$ cat src/rtl/uart_tx_arbiter.sv
// Round-robin arbiter that shares one UART transmitter between N_REQ requesters:
// grants, latches the winner's byte/parity setup, strobes tx_start and tracks tx_busy.
module uart_tx_arbiter #(
    parameter int N_REQ        = 4,
    parameter int BUSY_TIMEOUT = 16
) (
    input  logic               clk,
    input  logic               rst_n,
    input  logic [N_REQ-1:0]   req,
    input  logic [N_REQ*8-1:0] req_data,
    input  logic [N_REQ-1:0]   req_parity_en,
    input  logic [N_REQ-1:0]   req_even_parity,
    output logic [N_REQ-1:0]   gnt,
    output logic [N_REQ-1:0]   done,
    output logic [N_REQ-1:0]   err,
    output logic               tx_start,
    output logic [7:0]         data_in,
    output logic               parity_en,
    output logic               even_parity,
    input  logic               tx_busy
);
    localparam int PW = $clog2(N_REQ);
    localparam int SW = PW + 1;
    localparam int CW = $clog2(BUSY_TIMEOUT + 1);
    localparam logic [CW-1:0] CNT_MAX  = CW'(BUSY_TIMEOUT);
    localparam logic [CW-1:0] CNT_LAST = CW'(BUSY_TIMEOUT - 1);

    typedef enum logic [1:0] {IDLE, START, WAIT_BUSY, FRAME} state_t;
    state_t state, state_nxt;

    logic [N_REQ-1:0][7:0] req_byte;
    logic [PW-1:0]         ptr, win, cand;
    logic [SW-1:0]         sum;
    logic [N_REQ-1:0]      win_oh;
    logic                  hit, grant, timeout;
    logic [CW-1:0]         cnt;

    assign req_byte = req_data;
    assign grant    = (state == IDLE) && !tx_busy && hit;
    assign timeout  = (cnt == CNT_LAST);

    // Search starts one past the last winner and wraps; first requester found wins.
    always_comb begin
        win  = ptr;
        hit  = 1'b0;
        sum  = '0;
        cand = '0;
        for (int k = 1; k <= N_REQ; k++) begin
            sum = {1'b0, ptr} + SW'(k);
            if (sum >= SW'(N_REQ))
                sum = sum - SW'(N_REQ);
            cand = sum[PW-1:0];
            if (!hit && req[cand]) begin
                hit = 1'b1;
                win = cand;
            end
        end
    end

    always_comb begin
        win_oh      = '0;
        win_oh[win] = 1'b1;
    end

    always_ff @(posedge clk or negedge rst_n) begin
        if (!rst_n)
            state <= IDLE;
        else
            state <= state_nxt;
    end

    always_comb begin
        state_nxt = state;
        case (state)
            IDLE:      if (grant) state_nxt = START;
            START:     state_nxt = WAIT_BUSY;
            WAIT_BUSY: begin
                if (tx_busy)
                    state_nxt = FRAME;
                else if (timeout)
                    state_nxt = IDLE;
            end
            FRAME:     if (!tx_busy) state_nxt = IDLE;
            default:   state_nxt = IDLE;
        endcase
    end

    // gnt is one-hot of the winner for the whole frame, so it doubles as the done/err mask.
    always_ff @(posedge clk or negedge rst_n) begin
        if (!rst_n) begin
            ptr         <= PW'(N_REQ - 1);
            cnt         <= '0;
            gnt         <= '0;
            done        <= '0;
            err         <= '0;
            tx_start    <= 1'b0;
            data_in     <= 8'h00;
            parity_en   <= 1'b0;
            even_parity <= 1'b0;
        end else begin
            tx_start <= 1'b0;
            done     <= '0;
            err      <= '0;
            case (state)
                IDLE: begin
                    if (grant) begin
                        gnt         <= win_oh;
                        ptr         <= win;
                        data_in     <= req_byte[win];
                        parity_en   <= req_parity_en[win];
                        even_parity <= req_even_parity[win];
                        tx_start    <= 1'b1;
                    end
                end
                START: cnt <= '0;
                WAIT_BUSY: begin
                    if (cnt != CNT_MAX)
                        cnt <= cnt + CW'(1);
                    if (!tx_busy && timeout) begin
                        err <= gnt;
                        gnt <= '0;
                    end
                end
                FRAME: begin
                    if (!tx_busy) begin
                        done <= gnt;
                        gnt  <= '0;
                    end
                end
                default: ;
            endcase
        end
    end
endmodule

$ cat config.mk
export PLATFORM = sky130hd
export DESIGN_NAME = uart_tx_arbiter
export DESIGN_NICKNAME = d
export VERILOG_FILES = /design/src/rtl/uart_tx_arbiter.sv
export SDC_FILE = /design/constraint.sdc
export NUM_CORES = 1
export LEC_CHECK = 0
export BUFFER_PORTS_ARGS = -buffer_cell sky130_fd_sc_hd__buf_2
export CAP_MARGIN = 25
export CORE_ASPECT_RATIO = 0.5
export CORE_MARGIN = 2
export CORE_UTILIZATION = 45
export CTS_CLUSTER_SIZE = 25
export DETAILED_ROUTE_END_ITERATION = 10
export PLACE_DENSITY = 0.81
export REMOVE_ABC_BUFFERS = 1
export SETUP_SLACK_MARGIN = 0.3
export SKIP_LAST_GASP = 1
export SLEW_MARGIN = 20
export SYNTH_ARGS = -nofsm -noshare
export SYNTH_HDL_FRONTEND = slang
export SYNTH_SLANG_ARGS = --single-unit
$ cat constraint.sdc
create_clock -name clk -period 3.14 [get_ports clk]
set_input_delay 0.471 -clock clk [delete_from_list [all_inputs] [get_ports clk]]
set_output_delay 0.471 -clock clk [all_outputs]
set_load 0.02 [all_outputs]
==> flow_metrics.env <==
export IMPL_outcome="finished clean"
export IMPL_ys_seq_area_share_pct=42.7
export IMPL_critPathMaxStageDelay_ps=570
export IMPL_rows=16
export IMPL_cap_violations=0
export IMPL_dr_pass1_iters=4
export IMPL_ant_nets=0
export IMPL_grt_pass1_vias=1657
export IMPL_ioPinCount=70
export IMPL_stdcell_count=306
export IMPL_post_route_drc_count=0
export IMPL_synthTopCellsByArea="dfrtp_1 40%, o31ai_1 6.0%, a221o_1 5.3%"
export IMPL_start_util_pct=47.5
export IMPL_rsz0062_at_grt="no"
export IMPL_ys_types=43
export IMPL_cts_resized=0
export IMPL_cp_start_kind="flip-flop"
export IMPL_crit_fanout=11
export IMPL_die_w_microns=95.5
export IMPL_path_cells="nor2b_2 -> o21a_2 -> nor3_4 -> buf_4 -> mux2_2 -> a221o_1"
export IMPL_post_cts_buffers=0
export IMPL_cts_tree="yes"
export IMPL_syn_area_sq_um=1880
export IMPL_fin_util_pct=59.3
export IMPL_synth_compound_area_share_pct=21.1
export IMPL_final_nets=306
export IMPL_irDropWorstVdd_v=0.000463
export IMPL_antenna_found_initial=0
export IMPL_drv_slew=0
export IMPL_drive_gt1_share_pct=40.1
export IMPL_fin_area_sq_um=2350
export IMPL_cts_buffers=5
export IMPL_period_share_pct=75.2
export IMPL_vias_per_cell=5.54
export IMPL_die_area_sq_um=4750
export IMPL_synth_top_area_share_pct=39.9
export IMPL_fin_crit_ps=2360
export IMPL_critical_path_arrival_ps=2540
export IMPL_hp_class="in -> async"
export IMPL_synth_simple_area_share_pct=17.9
export IMPL_finalHoldViolations=0
export IMPL_drtIter0Drc=54
export IMPL_grt_ovfl_total=0
export IMPL_grt_max_degree=33
export IMPL_grt_most_used_layer="met2"
export IMPL_hpwl_mm=3.32
export IMPL_clock_path_buffers=2
export IMPL_use_met3_pct=5.96
export IMPL_hold_buffers=0
export IMPL_muxShareOfSynthArea_pct=7.18
export IMPL_cp_required_ps=3310
export IMPL_fmaxAchievable_mhz=423
export IMPL_hold_ws_ps=235
export IMPL_io_buffers=69
export IMPL_vias=1696
export IMPL_yosys_area_share_adder_pct=5.32
export IMPL_worst_setup_path_end_kind="flip-flop"
export IMPL_synth_top_family_by_area="compound AO/OA/AOI/OAI gates"
export IMPL_regToRegSetupSlack_ps=780
export IMPL_crit_type="reg -> reg"
export IMPL_die_h_microns=49.7
export IMPL_grt_pass1_wl_mm=7.60
export IMPL_setup_viol=0
export IMPL_netlist_instances=183
export IMPL_mostFrequentLayoutCells="69 x buf_2, 30 x dfrtp_1, 15 x a21oi_1, 15 x o31ai_1, 11 x nand4_1"
export IMPL_core_area_sq_um=3960
export IMPL_tns_ps=0
export IMPL_antenna_cells=0
export IMPL_leakage_nw=1.18
export IMPL_ys_ff_latch=32
export IMPL_dp_cells=298
export IMPL_cts_reportedPaths_clkPinSlew_ps=70
export IMPL_wire_per_inst_microns=14.9
export IMPL_htreeDepth=2
export IMPL_max_slew_margin_pct=50.8
export IMPL_fin_skew_ps=2.84
export IMPL_grt_total_usage_pct=20.9
export IMPL_met2_usage_pct=36.0
export IMPL_met1_usage_pct=25.7
export IMPL_power_density_nw_per_um2=871
export IMPL_slowest_stage="dfstp_2"
export IMPL_placed_cell_area_sq_um=2240
export IMPL_place_congestion=0.832
export IMPL_avgSynthCellArea_sq_um=10.3
export IMPL_cts_sinks=32
export IMPL_routed_wirelength_mm=4.57
export IMPL_synth_warning_count=0
export IMPL_synth_xor_area_share_pct=0.465
export IMPL_clk_latency_ps=290
export IMPL_tightestPinTransition_ps=738
export IMPL_final_common_cell="buf_2"
export IMPL_synthToLayoutAreaGrowth_pct=24.9
export IMPL_synth_largest_area_cell="dfrtp_1"
export IMPL_root_buffer="clkbuf_8"
==> critical path: cells and delay by family (launching register included) <==
kind                   cells  cell delay [ps]
AOI/OAI and AO/OA          2              620
buffers and inverters      1              250
DFF                        1              570
muxes                      1              340
and+or+nand+nor            2              470
==> routing by layer <==
metal	up-vias	routed length, microns
li1	815	-
met5	-	0
met2	59	2210
met3	5	298
met1	817	2040
met4	0	27
==> through the flow <==
stage | power (mW) | setup WS [ps]
global route | 2.18 | 706
global placement | 1.62 | 696
detailed placement | 1.66 | 638
CTS | 2.05 | 787
floorplan | 1.37 | 938
finish | 2.05 | 777
==> registers in the layout, summed over array words and instances (netlist names) <==
name,count
state,2
parity_en,1
err,4
tx_start,1
done,4
cnt,5
even_parity,1
data_in,8
gnt,4
ptr,2
==> power by group <==
group / internal [mW] / switching [mW]
Clock: 0.235 / 0.158
Combinational: 0.421 / 0.578
Sequential: 0.551 / 0.105
Total: 1.21 / 0.841
==> synthesized netlist by cell type (all sizes together) <==
cell / instances
a31oi: 1
a21boi: 1
xnor2: 1
nand2: 10
a221o: 10
nand2b: 3
nor2: 8
nand3: 6
nand4: 11
and2: 8
or3b: 2
o22ai: 1
or2: 1
mux2: 10
dlymetal6s2s: 1
a21o: 4
ha: 8
nor3: 1
nor2b: 3
dfrtp: 30
o21a: 1
dfstp: 2
clkbuf: 5
o31ai: 15
inv: 8
and3: 2
o21ai: 6
o32a: 1
a21oi: 16
clkinv: 1
buf: 4
nor3b: 2
==> cell type report <==
class	count	area, sq um
well taps	54	67.6
multi-input cells	132	978
flip-flops and latches	32	803
clock inverters	2	35.0
inverters	9	35.0
fillers	343	1610
clock buffers	6	72.6
repair buffers	71	360
==> logic make-up (layout without fill, tap and decap cells) <==
| group | count (synthesis) | in the layout |
|---|---|---|
| xor gates and xnor gates | 1 | 1 |
| adders and majority gates | 8 | 8 |
| muxes | 10 | 10 |
| AOI/OAI and AO/OA | 56 | 56 |
| buffers and inverters | 19 | 88 |
| DFF | 32 | 32 |
| and+or+nand+nor | 57 | 57 |
==> worst paths after layout <==
path | startpoint | endpoint | cells after the start
setup / recovery | ptr[0] | data_in[3] | 6
setup reg to reg | ptr[0] | data_in[3] | 6
max in group asynchronous | rst_n | done[0] | 1
hold / removal | rst_n | even_parity | 1
hold reg to reg | data_in[4] | data_in[4] | 1
min in group clk | tx_busy | state[1] | 3
(Power assumes the default switching activity.)
